===== config.mk =====
export PLATFORM = sky130hd
export DESIGN_NAME = mips_hazard_fwd_unit_flat
export DESIGN_NICKNAME = d
export VERILOG_FILES = /design/src/rtl/mips_hazard_fwd_unit_if.sv /design/src/rtl/mips_hazard_fwd_unit.sv /design/src/flat_wrapper.sv
export SDC_FILE = /design/constraint.sdc
export NUM_CORES = 1
export LEC_CHECK = 0
export CORE_MARGIN = 2
export CORE_UTILIZATION = 37
export CTS_BUF_LIST = sky130_fd_sc_hd__clkbuf_2 sky130_fd_sc_hd__clkbuf_4 sky130_fd_sc_hd__clkbuf_8
export CTS_CLUSTER_DIAMETER = 60
export DETAILED_ROUTE_END_ITERATION = 12
export PLACE_DENSITY = 0.74
export SYNTH_ARGS = -nofsm -noshare
export SYNTH_HDL_FRONTEND = slang
export SYNTH_SLANG_ARGS = --single-unit

===== constraint.sdc =====
create_clock -name clk -period 2 [get_ports clk]
set_input_delay 0.4 -clock clk [delete_from_list [all_inputs] [get_ports clk]]
set_output_delay 0.4 -clock clk [all_outputs]
set_load 0.01 [all_outputs]

===== src/rtl/mips_hazard_fwd_unit_if.sv =====
// Bundle between the ID stage / fetch control and the hazard-forwarding unit.
// The stats ports exist only when HAZ_STATS_EN is defined.
interface mips_hazard_fwd_unit_if #(
  parameter int INS_W  = 24,
  parameter int ADDR_W = 8
);
  logic [INS_W-1:0]  ins;
  logic              ins_valid;
  logic [ADDR_W-1:0] Current_Address;
  logic              interrupt;
  logic [1:0]        mux_sel_A;
  logic [1:0]        mux_sel_B;
  logic              imm_sel;
  logic              stall;
  logic              flush;
  logic              pc_redirect;
  logic [ADDR_W-1:0] redirect_addr;
  logic [ADDR_W-1:0] epc;
  logic              int_ack;
`ifdef HAZ_STATS_EN
  logic [15:0]       stall_cnt;
  logic [7:0]        int_cnt;
`endif

  modport master (
    output ins, ins_valid, Current_Address, interrupt,
    input  mux_sel_A, mux_sel_B, imm_sel, stall, flush, pc_redirect,
           redirect_addr, epc, int_ack
`ifdef HAZ_STATS_EN
    , input stall_cnt, int_cnt
`endif
  );

  modport slave (
    input  ins, ins_valid, Current_Address, interrupt,
    output mux_sel_A, mux_sel_B, imm_sel, stall, flush, pc_redirect,
           redirect_addr, epc, int_ack
`ifdef HAZ_STATS_EN
    , output stall_cnt, int_cnt
`endif
  );
endinterface


===== src/rtl/mips_hazard_fwd_unit.sv =====
// Forwarding, load-use stall and interrupt entry/return control for the MIPS-style pipeline.
// Optional HAZ_STATS_EN adds saturating stall and interrupt counters.
module mips_hazard_fwd_unit #(
  parameter int                INS_W   = 24,
  parameter int                ADDR_W  = 8,
  parameter int                OPC_W   = 4,
  parameter int                REG_AW  = 4,
  parameter logic [ADDR_W-1:0] INT_VEC = 8'hF0
) (
  input logic                   clk,
  input logic                   reset,
  mips_hazard_fwd_unit_if.slave bus
);

  localparam int RD_HI  = INS_W - OPC_W - 1;
  localparam int RS_HI  = RD_HI - REG_AW;
  localparam int RT_HI  = RS_HI - REG_AW;
  localparam int LOW_W  = INS_W - OPC_W - 3 * REG_AW;

  localparam logic [OPC_W-1:0] OP_NOP  = OPC_W'(4'h0);
  localparam logic [OPC_W-1:0] OP_LD   = OPC_W'(4'hA);
  localparam logic [OPC_W-1:0] OP_ST   = OPC_W'(4'hB);
  localparam logic [OPC_W-1:0] OP_RETI = OPC_W'(4'hF);

  typedef enum logic {S_NORMAL, S_ISR} isr_state_t;

  isr_state_t        r_state;
  isr_state_t        w_stateNext;

  logic              r_exV, r_dmV, r_wbV, r_exLd;
  logic [REG_AW-1:0] r_exRd, r_dmRd, r_wbRd;
  logic              r_intPrev, r_intPend;
  logic [ADDR_W-1:0] r_epc;

  logic [OPC_W-1:0]  w_opc;
  logic [REG_AW-1:0] w_rd, w_rs, w_rt;
  logic              w_writes, w_usesRs, w_usesRt, w_isLoad, w_isReti;
  logic              w_stall, w_take;

  generate
    if (LOW_W > 0) begin : g_lowBits
      logic w_unusedLow;
      assign w_unusedLow = ^bus.ins[LOW_W-1:0];
    end
  endgenerate

  assign w_opc    = bus.ins[INS_W-1 -: OPC_W];
  assign w_rd     = bus.ins[RD_HI -: REG_AW];
  assign w_rs     = bus.ins[RS_HI -: REG_AW];
  assign w_rt     = bus.ins[RT_HI -: REG_AW];

  assign w_writes = bus.ins_valid && !(w_opc == OP_NOP || w_opc == OP_ST || w_opc == OP_RETI);
  assign w_usesRs = bus.ins_valid && (w_opc != OP_NOP);
  assign w_usesRt = w_usesRs && (!w_opc[OPC_W-1] || w_opc == OP_ST);
  assign w_isLoad = bus.ins_valid && (w_opc == OP_LD);
  assign w_isReti = bus.ins_valid && (w_opc == OP_RETI);

  assign w_stall  = r_exV && r_exLd && (r_exRd != '0) &&
                    ((w_usesRs && w_rs == r_exRd) || (w_usesRt && w_rt == r_exRd));
  assign w_take   = r_intPend && (r_state == S_NORMAL) && !w_stall && !w_isReti;

  // Youngest producer wins; r0 is never forwarded.
  function automatic logic [1:0] fwdSel(
    input logic              used,
    input logic [REG_AW-1:0] src,
    input logic              exV,
    input logic [REG_AW-1:0] exRd,
    input logic              dmV,
    input logic [REG_AW-1:0] dmRd,
    input logic              wbV,
    input logic [REG_AW-1:0] wbRd
  );
    fwdSel = 2'b00;
    if (used && src != '0) begin
      if (exV && exRd == src)      fwdSel = 2'b01;
      else if (dmV && dmRd == src) fwdSel = 2'b10;
      else if (wbV && wbRd == src) fwdSel = 2'b11;
    end
  endfunction

  always_comb begin
    w_stateNext = r_state;
    if (w_take)        w_stateNext = S_ISR;
    else if (w_isReti) w_stateNext = S_NORMAL;
  end

  always_comb begin
    bus.mux_sel_A     = 2'b00;
    bus.mux_sel_B     = 2'b00;
    bus.imm_sel       = 1'b0;
    bus.stall         = 1'b0;
    bus.flush         = 1'b0;
    bus.pc_redirect   = 1'b0;
    bus.redirect_addr = '0;
    bus.int_ack       = 1'b0;
    if (reset) begin
      bus.mux_sel_A = fwdSel(w_usesRs, w_rs, r_exV, r_exRd, r_dmV, r_dmRd, r_wbV, r_wbRd);
      bus.mux_sel_B = fwdSel(w_usesRt, w_rt, r_exV, r_exRd, r_dmV, r_dmRd, r_wbV, r_wbRd);
      bus.imm_sel   = w_opc[OPC_W-1] && (w_opc != OP_RETI);
      bus.stall     = w_stall;
      if (w_take) begin
        bus.flush         = 1'b1;
        bus.pc_redirect   = 1'b1;
        bus.redirect_addr = INT_VEC;
        bus.int_ack       = 1'b1;
      end else if (w_isReti) begin
        bus.pc_redirect   = 1'b1;
        bus.redirect_addr = r_epc;
      end
    end
  end

  assign bus.epc = r_epc;

  // Only EX needs is_load: by DM a load result is forwardable like any other.
  always_ff @(posedge clk or negedge reset) begin
    if (!reset) begin
      r_state   <= S_NORMAL;
      r_exV     <= 1'b0;
      r_exRd    <= '0;
      r_exLd    <= 1'b0;
      r_dmV     <= 1'b0;
      r_dmRd    <= '0;
      r_wbV     <= 1'b0;
      r_wbRd    <= '0;
      r_intPrev <= 1'b0;
      r_intPend <= 1'b0;
      r_epc     <= '0;
    end else begin
      r_state   <= w_stateNext;
      r_wbV     <= r_dmV;
      r_wbRd    <= r_dmRd;
      r_dmV     <= r_exV;
      r_dmRd    <= r_exRd;
      r_exV     <= w_writes && !w_stall && !w_take;
      r_exRd    <= w_rd;
      r_exLd    <= w_isLoad && !w_stall && !w_take;
      r_intPrev <= bus.interrupt;
      r_intPend <= (r_intPend && !w_take) || (bus.interrupt && !r_intPrev);
      if (w_take) r_epc <= bus.Current_Address;
    end
  end

`ifdef HAZ_STATS_EN
  logic [15:0] r_stallCnt;
  logic [7:0]  r_intCnt;

  always_ff @(posedge clk or negedge reset) begin
    if (!reset) begin
      r_stallCnt <= '0;
      r_intCnt   <= '0;
    end else begin
      if (w_stall && !(&r_stallCnt)) r_stallCnt <= r_stallCnt + 16'd1;
      if (w_take && !(&r_intCnt))    r_intCnt   <= r_intCnt + 8'd1;
    end
  end

  assign bus.stall_cnt = r_stallCnt;
  assign bus.int_cnt   = r_intCnt;
`endif

endmodule


===== src/flat_wrapper.sv =====
// flat-port wrapper written by rule: the top's interface ports become plain ports
module mips_hazard_fwd_unit_flat 
#(
  parameter int                INS_W   = 24,
  parameter int                ADDR_W  = 8,
  parameter int                OPC_W   = 4,
  parameter int                REG_AW  = 4,
  parameter logic [ADDR_W-1:0] INT_VEC = 8'hF0
)
  (clk, reset, bus_ins, bus_ins_valid, bus_Current_Address, bus_interrupt, bus_mux_sel_A, bus_mux_sel_B, bus_imm_sel, bus_stall, bus_flush, bus_pc_redirect, bus_redirect_addr, bus_epc, bus_int_ack);
  mips_hazard_fwd_unit_if #(.INS_W(INS_W), .ADDR_W(ADDR_W)) bus_i ();
  input logic clk;
  input logic reset;
  input wire logic [$bits(bus_i.ins)-1:0] bus_ins;
  input wire logic [$bits(bus_i.ins_valid)-1:0] bus_ins_valid;
  input wire logic [$bits(bus_i.Current_Address)-1:0] bus_Current_Address;
  input wire logic [$bits(bus_i.interrupt)-1:0] bus_interrupt;
  output wire logic [$bits(bus_i.mux_sel_A)-1:0] bus_mux_sel_A;
  output wire logic [$bits(bus_i.mux_sel_B)-1:0] bus_mux_sel_B;
  output wire logic [$bits(bus_i.imm_sel)-1:0] bus_imm_sel;
  output wire logic [$bits(bus_i.stall)-1:0] bus_stall;
  output wire logic [$bits(bus_i.flush)-1:0] bus_flush;
  output wire logic [$bits(bus_i.pc_redirect)-1:0] bus_pc_redirect;
  output wire logic [$bits(bus_i.redirect_addr)-1:0] bus_redirect_addr;
  output wire logic [$bits(bus_i.epc)-1:0] bus_epc;
  output wire logic [$bits(bus_i.int_ack)-1:0] bus_int_ack;
  assign bus_i.ins = bus_ins;
  assign bus_i.ins_valid = bus_ins_valid;
  assign bus_i.Current_Address = bus_Current_Address;
  assign bus_i.interrupt = bus_interrupt;
  assign bus_mux_sel_A = bus_i.mux_sel_A;
  assign bus_mux_sel_B = bus_i.mux_sel_B;
  assign bus_imm_sel = bus_i.imm_sel;
  assign bus_stall = bus_i.stall;
  assign bus_flush = bus_i.flush;
  assign bus_pc_redirect = bus_i.pc_redirect;
  assign bus_redirect_addr = bus_i.redirect_addr;
  assign bus_epc = bus_i.epc;
  assign bus_int_ack = bus_i.int_ack;
  mips_hazard_fwd_unit #(.INS_W(INS_W), .ADDR_W(ADDR_W), .OPC_W(OPC_W), .REG_AW(REG_AW), .INT_VEC(INT_VEC)) u_core (.clk(clk), .reset(reset), .bus(bus_i));
endmodule

* Word-level counts from Yosys, hierarchy flattened
Index checks and enable logic that the tools add are counted.
** Cells by class
- Bitwise operators :: 1
- Reductions and logical operators :: 45
- Add/subtract/negate cells :: 0
- Mux-type cells :: 22
- Equality and inequality tests :: 12
- Shift operators :: 0
- Magnitude comparators :: 0
- Div/mod/pow operators :: 0
- Multiply operators :: 0
** Operator list (number)
- 4-bit == test :: 8
- 1-bit logical AND :: 28
- 8-bit two-way mux :: 3
- 2-bit two-way mux :: 10
- 4-bit nonzero test :: 4
- 4-bit == test, second input constant :: 3
- 1-bit two-way mux :: 9
- 1-bit logical NOT :: 6
- 1-bit logical OR :: 5
- 4-bit logical NOT :: 1
- 4-bit != test, second input constant :: 1
- 2-bit nonzero test :: 1
- 1-bit inverter :: 1
** Word-level totals
- Bits in latches :: 0
- Word-level logic and storage cells :: 91
- ROM bits :: 0
- Input bits :: 36
- Flip-flop bits (word level) :: 27
- Memory bits (writable) :: 0
- Memories kept :: 0
- Output and inout port bits :: 25

* Longest topological paths before layout
Gate-level depths: netlist of run 1.
- Depth after elaboration :: 12
- Mapped depth :: 7

* Worst setup path before layout of run 1
OpenSTA, ideal clock, no wires.
- Path kind :: register -> output
- From :: reg u_core.r_exRd[3]
- To :: out bus_int_ack
- Arrival :: 1.700 ns
- Stages on the path, launching flop included :: 7
- Slack :: -0.100 ns
- Required time :: 1.600 ns
- Path through :: dfrtp_1 -> or4_1 -> nand4_2 -> o21ai_4 -> buf_6 -> nor2_1 -> buf_4
** Between the ends
- Longest elaborated chain between the ends :: 9
- Elaborated cells on any way between the ends :: 13
- Classes of those cells :: 2 x eq/ne; 2 x mux; 9 x reduce/logical
** Ends and longest elaborated chain
- start, declared :: RTL line mips_hazard_fwd_unit.sv:31 : logic [REG_AW-1:0] r_exRd, r_dmRd, r_wbRd;
- start signal, assigned :: RTL line mips_hazard_fwd_unit.sv:136 : r_exRd <= w_rd;
- 4-bit == test :: RTL line mips_hazard_fwd_unit.sv:59 : ((w_usesRs && w_rs == r_exRd) || (w_usesRt && w_rt == r_exRd));
- 1-bit logical AND :: RTL line mips_hazard_fwd_unit.sv:59
- 1-bit logical OR :: RTL line mips_hazard_fwd_unit.sv:59
- 1-bit logical AND (*) :: RTL line mips_hazard_fwd_unit.sv:58 : assign w_stall = r_exV && r_exLd && (r_exRd != '0) &&
- 1-bit logical NOT (*) :: RTL line mips_hazard_fwd_unit.sv:60 : assign w_take = r_intPend && (r_state == S_NORMAL) && !w_stall && !w_isReti;
- 1-bit logical AND (*) (2 in a row) :: RTL line mips_hazard_fwd_unit.sv:60
- 1-bit two-way mux (*) (2 in a row)
- end, declared :: RTL line flat_wrapper.sv:26 : output wire logic [$bits(bus_i.int_ack)-1:0] bus_int_ack;
Every way passes the cells marked *; elsewhere a longest branch is shown, timed or not.

* Worst setup path in the final report of run 1
- From :: reg u_core.r_exRd[0]
- To :: out bus_pc_redirect
** Between the ends
- Longest elaborated chain between the ends :: 9
- Elaborated cells on any way between the ends :: 13
- Classes of those cells :: 2 x eq/ne; 2 x mux; 9 x reduce/logical
** Ends and longest elaborated chain
- 4-bit == test :: RTL line mips_hazard_fwd_unit.sv:59
- 1-bit logical AND :: RTL line mips_hazard_fwd_unit.sv:59
- 1-bit logical OR :: RTL line mips_hazard_fwd_unit.sv:59
- 1-bit logical AND (*) :: RTL line mips_hazard_fwd_unit.sv:58
- 1-bit logical NOT (*) :: RTL line mips_hazard_fwd_unit.sv:60
- 1-bit logical AND (*) (2 in a row) :: RTL line mips_hazard_fwd_unit.sv:60
- 1-bit two-way mux (*) :: RTL line mips_hazard_fwd_unit.sv:101 : if (w_take) begin
- 1-bit two-way mux (*) :: RTL line mips_hazard_fwd_unit.sv:96 : if (reset) begin
- end, declared :: RTL line flat_wrapper.sv:23 : output wire logic [$bits(bus_i.pc_redirect)-1:0] bus_pc_redirect;
Marks and branches as above.

==> results of run 1 <==
[routing by layer]
layer	share of wire, %	wire (um)	GRT usage [%]	up-vias
met4	2.8	123	8.418	0
met3	4.4	194	2.896	12
li1	-	-	-	631
met5	0	0	0	-
met1	39	1734	23.28	648
met2	53	2338	38.76	44
[synthesized netlist by cell type, drive strengths merged]
| library cell | n | area, um^2 |
|---|---|---|
| dfrtp | 27 | 675.7 |
| xor2 | 20 | 175.2 |
| nand2 | 10 | 37.54 |
| mux2 | 8 | 108.9 |
| nor2 | 7 | 26.28 |
| a21oi | 6 | 33.78 |
| and3 | 6 | 37.54 |
| nor3 | 6 | 30.03 |
| o21ai | 5 | 36.29 |
| nand3 | 4 | 20.02 |
| nor4 | 4 | 46.29 |
| xnor2 | 4 | 35.03 |
| inv | 3 | 11.26 |
| nor2b | 3 | 18.77 |
| or4 | 3 | 23.77 |
| a211oi | 2 | 15.01 |
| a22oi | 2 | 15.01 |
| buf | 2 | 18.77 |
| nand4 | 2 | 18.77 |
| a22o | 1 | 8.760 |
| a31oi | 1 | 6.260 |
| and2b | 1 | 7.510 |
| clkbuf | 1 | 3.750 |
| o41a | 1 | 11.26 |
[cell usage in the layout (no fill, tap or decap), drive strengths merged, types with 3 or more instances in the layout]
cell / synthesis / routed
buf: 2 / 53
dfrtp: 27 / 27
clkdlybuf4s50: 0 / 21
xor2: 20 / 20
clkbuf: 1 / 11
nand2: 10 / 10
mux2: 8 / 8
nor2: 7 / 7
a21oi: 6 / 6
and3: 6 / 6
nor3: 6 / 6
clkdlybuf4s15: 0 / 5
o21ai: 5 / 5
nand3: 4 / 4
nor4: 4 / 4
xnor2: 4 / 4
inv: 3 / 3
or4: 3 / 3
nor2b: 3 / 3
[where the power goes]
part	internal [mW]	total (mW)	switching (mW)
registers	0.618	0.681	0.0632
clock network	0.140	0.316	0.176
logic	0.292	0.486	0.194
[worst max-delay path: stages (launching register included)]
cell and delay (ps):
sky130_fd_sc_hd__dfrtp_2 460, sky130_fd_sc_hd__xor2_1 170, sky130_fd_sc_hd__nor4_2 350, sky130_fd_sc_hd__buf_4 190, sky130_fd_sc_hd__a21oi_4 50, sky130_fd_sc_hd__buf_4 160
sky130_fd_sc_hd__nor3_2 170, sky130_fd_sc_hd__nor2_1 60, sky130_fd_sc_hd__buf_2 140
[layout make-up]
class / count / area share, %
clock buffer: 3 / 1.688
clock inverter: 1 / 0.2046
tap: 48 / 2.455
timing repair buffer: 90 / 31.10
sequential: 27 / 27.77
inverter: 3 / 0.4604
multi-input combinational: 96 / 36.32
[path summary, 6_finish.rpt]
kind / startpoint / endpoint / cells past startpoint
max: u_core.r_exRd[0] / bus_pc_redirect / 8
min: reset / u_core.bus.epc[1] / 2
max reg2reg: u_core.r_exRd[0] / u_core.bus.epc[7] / 9
min reg2reg: u_core.r_exRd[2] / u_core.r_dmRd[2] / 0
max in group asynchronous: reset / u_core.r_exRd[2] / 3
min in group clk: u_core.r_exRd[2] / u_core.r_dmRd[2] / 0
[registers in the layout, indices dropped and copies added (netlist names)]
name and flops:
u_core.r_exLd 1, u_core.bus.epc 8, u_core.r_dmRd 4, u_core.r_intPrev 1
u_core.r_dmV 1, u_core.r_exV 1, u_core.r_exRd 4, u_core.r_state 1
u_core.r_intPend 1, u_core.r_wbV 1, u_core.r_wbRd 4
[stage by stage]
step	setup TNS (ps)	hold slack (ps)	cells	total power, mW
5_1_grt	-5775	223.7	268	1.551
3_3_place_gp	-14360	386.0	252	1.096
2_1_floorplan	0	104.4	129	0.8444
4_1_cts	-4510	228.6	264	1.443
6_report	-4346	223.6	268	1.482
3_5_place_dp	-15930	406.6	252	1.113
[kinds of logic (layout without fill, tap and decap cells)]
family | Yosys count | count (layout) | synth area share (%)
and+or+nand+nor | 46 | 46 | 18.75
DFF | 27 | 27 | 47.54
xor gates and xnor gates | 24 | 24 | 14.79
AOI/OAI and AO/OA | 18 | 18 | 8.891
muxes | 8 | 8 | 7.658
buffers and inverters | 6 | 97 | 2.377
[repair_timing]
item	in CTS	in global routing
hold endpoints to repair	0	0
cloned	0	0
pin swaps	21	18
resized for setup	111	39
setup endpoints to repair	25	27
buffers inserted	9	6
==> run summary, run 1 <==
Post-synthesis cell area = 1421 um^2
DP Area = 2191 um^2
Count of input and output buffers = 52
Seq. cell area = 679.4 um^2
Die width = 65.98 um
Synthesized area per cell = 11.02 um^2
Pin count of the biggest net entering global routing = 16
Vias in the first global route = 1458
Vias = 1335
Worst reg2reg setup slack = -150 ps
Initial antenna violation count = 0
Class of the most critical setup path = reg2out
Count of different cell masters after synthesis = 32
Combined global-route utilization of all metal layers = 20.67%
Max VDD drop = 0.3669 mV
Violations in the final reports = negative setup slack
Number of H-tree levels = 1
Setup-failing EPs final = 20
Count of hold-fix buffers inserted at cts = 0
Dpl hpwl = 3.107 mm
Worst-case setup slack after placement = -858.1 ps
DIE AREA = 4353 um^2
Proportion of synthesized chip area in sequential cells = 47.54%
Type of element launching the critical path = register
Cell leakage power = 1.138 nW
Worst slew pin tran = 328.0 ps
Fillcell total = 303
Worst slew margin = 77.97%
Root buffer cell = sky130_fd_sc_hd__clkbuf_8
Global-route wire length before repair = 6.768 mm
Vertical die dimension = 65.98 um
Unrepaired setup endpoints after global routing = true
Final antenna-violating net count = 0
Number of DRC violations after detailed-routing iteration 0 = 26
Final worst-path setup slack = -417.3 ps
Maximum clock skew at final layout = 1.871 ps
Clock Path Buffers = 2
Pre-antenna DRT Iters = 4
Power per Cell Area = 606.1 nW/um^2
Final weighted congestion in routability-driven placement = 0.8238
Peak clock frequency supported by timing = 413.7 MHz
Worst hold path type = in2async
Initial Utilization = 38.53%
Insertion delay of the later-clocked pin in the worst-skew pair = 280 ps
Net total in the final layout = 257
Area taken by multi-input logic gates = 888.4 um^2
Post-detailed-route DRC marker count = 0
Overall routed net length = 4.391 mm
Required @ worst endpoint = 1600 ps
Outcome = complete, but fails checks
Mean routed wirelength per cell = 16.38 um
Clk sinks = 27
Crit path max fanout = 4
Layout area overhead = 72.10%
TritonCTS Buffers = 3
Type of destination of the critical path = output pin
Fraction of final layout cells sized beyond drive strength 1 = 49.09%
Fin crit period = 2417 ps
Gr ovfl total = 0
Period utilization = 120.9%
Number of hold violations in the final report = 0
FP Rows = 22
Vias per cell = 4.981
Cell count after synthesis = 129
Ports = 61
Worst endpoint data arrival time = 2020 ps
Final core utilization = 66.32%
Synth Register Bits = 27
Area inside the core boundary = 3689 um^2
Number of pins with negative max-slew slack in the final report = 0
TritonCTS clock tree = built
Total inserted antenna cells = 0
Net count of the mapped netlist = 165
Post-layout instance area = 2446 um^2
Yosys warning total = 0
Register clock-pin slew on the reported worst setup and hold paths = 90 ps
Max Cap Violations = 0
(Power assumes the default switching activity.)
==> run 2, diff against run 1 <==
- SKIP_CTS_REPAIR_TIMING: unset -> 1
- SLEW_MARGIN: unset -> 20
==> run 2 against run 1 <==
The flow still finishes with violations (negative setup slack). Clock skew is essentially flat. Die area is the same. Register-to-register slack gained 120 ps. Fmax grew 2.7%.
==> run summary, run 2 (synthesized netlist as in run 1, its figures left out) <==
Outcome = complete, but fails checks
Violations in the final reports = negative setup slack
DP Area = 2191 um^2
Vertical die dimension = 65.98 um
Clk sinks = 27
Detailed-routed wire length on met2 = 2.227 mm
Register clock-pin slew on the reported worst setup and hold paths = 90 ps
Mean routed wirelength per cell = 16.12 um
TritonCTS clock tree = built
Worst slew pin tran = 339.2 ps
Post-Route M1 WL = 1.804 mm
Combinational power share = 32.5%
Pin count of the biggest net entering global routing = 16
Worst endpoint data arrival time = 1950 ps
Type of destination of the critical path = output pin
Internal power summed over all cells = 1.047 mW
Worst slack on hold paths = 146.4 ps
Commonest non-fill, non-tap cell in the layout = sky130_fd_sc_hd__buf_4
TritonCTS Buffers = 3
Cell total after placement = 252
Maximum clock skew at final layout = 1.732 ps
Initial Utilization = 38.53%
Dpl hpwl = 3.107 mm
Number of pins with negative max-slew slack in the final report = 0
Uppermost layer routed = met4
Layout area overhead = 78.17%
Worst slew margin = 77.21%
Initial antenna violation count = 0
Period utilization = 117.7%
Vias in the first global route = 1330
Post-layout instance area = 2532 um^2
Count of input and output buffers = 52
Root buffer cell = sky130_fd_sc_hd__clkbuf_8
Cell leakage power = 1.288 nW
Net total in the final layout = 258
Worst hold path type = in2async
Number of flip-flops in the largest register = 8
Die width = 65.98 um
Vias per cell = 4.959
Gr ovfl total = 0
Peak clock frequency supported by timing = 424.8 MHz
Post-detailed-route DRC marker count = 0
Combined global-route utilization of all metal layers = 18.67%
Fin crit period = 2354 ps
Class of the most critical setup path = reg2out
Clock Path Buffers = 2
Overall power = 1.469 mW
Required @ worst endpoint = 1600 ps
Vias = 1334
Final antenna-violating net count = 0
Final core utilization = 68.66%
Power per Cell Area = 580.1 nW/um^2
Max VDD drop = 0.4603 mV
Switching power = 0.4225 mW
Sum of negative setup slack = -3346 ps
Sw Ratio = 28.76%
Launching point of the worst reg2reg path = u_core.r_exRd[2]
Fraction of final layout cells sized beyond drive strength 1 = 43.44%
Overall routed net length = 4.335 mm
Total inserted antenna cells = 0
Clock share of power = 21.0%
Number of H-tree levels = 1
Ports = 61
Fraction of power consumed by sequential logic = 46.5%
Max Cap Violations = 0
Global-route wire length before repair = 6.161 mm
Setup-failing EPs final = 20
Most frequent cells in the layout = sky130_fd_sc_hd__buf_4 (31), sky130_fd_sc_hd__dfrtp_1 (24), sky130_fd_sc_hd__clkdlybuf4s50_1 (22)
Number of hold violations in the final report = 0
Met3 Wirelength = 169 um
Area inside the core boundary = 3689 um^2
Type of element launching the critical path = register
Insertion delay of the later-clocked pin in the worst-skew pair = 270 ps
Unrepaired setup endpoints after global routing = true
Pre-antenna DRT Iters = 4
Depth of the worst register-to-register path = 7
Non-Filler Instances = 269
FF-to-FF End = u_core.bus.epc[1]
Worst reg2reg setup slack = -30 ps
Worst-case setup slack after placement = -858.1 ps
Number of DRC violations after detailed-routing iteration 0 = 35
Crit path max fanout = 4
FP Rows = 22
DIE AREA = 4353 um^2
Final worst-path setup slack = -354.0 ps
Final weighted congestion in routability-driven placement = 0.8238
## run 2: cell types whose count changed in the layout (fill, tap and decap cells not counted), sizes merged
cell           change
clkdlybuf4s15      -5
clkbuf             -4
dlymetal6s2s      +15
buf                -4
clkdlybuf4s50      +1
dlygate4sd2        -2
## run 2: worst max-delay path by stage
stage / start / end / depth (start not counted)
2_1_floorplan: u_core.r_exRd[1] / bus_int_ack / 7
3_3_place_gp: bus_ins[14] / bus_mux_sel_A[1] / 8
3_5_place_dp: bus_ins[14] / bus_mux_sel_A[1] / 8
4_1_cts: bus_ins[14] / bus_mux_sel_A[1] / 8
5_1_grt: u_core.r_exRd[2] / bus_redirect_addr[5] / 7
6_report: u_core.r_exRd[2] / bus_redirect_addr[6] / 7
## run 2: worst max-delay path, cell delays in order, from the launching register on
cell and delay, ps:
sky130_fd_sc_hd__dfrtp_2 460, sky130_fd_sc_hd__xor2_2 180, sky130_fd_sc_hd__nor4_4 360, sky130_fd_sc_hd__a21oi_4 120, sky130_fd_sc_hd__o21ai_4 240, sky130_fd_sc_hd__buf_6 140, sky130_fd_sc_hd__a21oi_2 40, sky130_fd_sc_hd__buf_2 130
## run 2: power by group through the flow
| stage | Sequential (mW) | Clock (mW) | Combinational [mW] |
|---|---|---|---|
| final | 0.683 | 0.309 | 0.477 |
| after global routing | 0.693 | 0.333 | 0.507 |
| after CTS | 0.678 | 0.315 | 0.428 |
| after detailed placement | 0.688 | 0 | 0.425 |
| after global placement | 0.682 | 0 | 0.414 |
| after floorplan | 0.701 | 0 | 0.143 |
## run 2: layout make-up
class | count | area [um^2]
clock buffers | 3 | 41.29
multi-input cells | 96 | 888.4
clock inverters | 1 | 5.005
repair buffers | 91 | 847.1
fillers | 288 | 1156
inverters | 3 | 11.26
flip-flops and latches | 27 | 679.4
well taps | 48 | 60.06
## run 2: layer usage
| metal | vias to the layer above | track usage [%] |
|---|---|---|
| met5 | - | 0 |
| met4 | 0 | 7.398 |
| met3 | 12 | 2.726 |
| met2 | 45 | 33.96 |
| met1 | 647 | 21.94 |
| li1 | 630 | - |
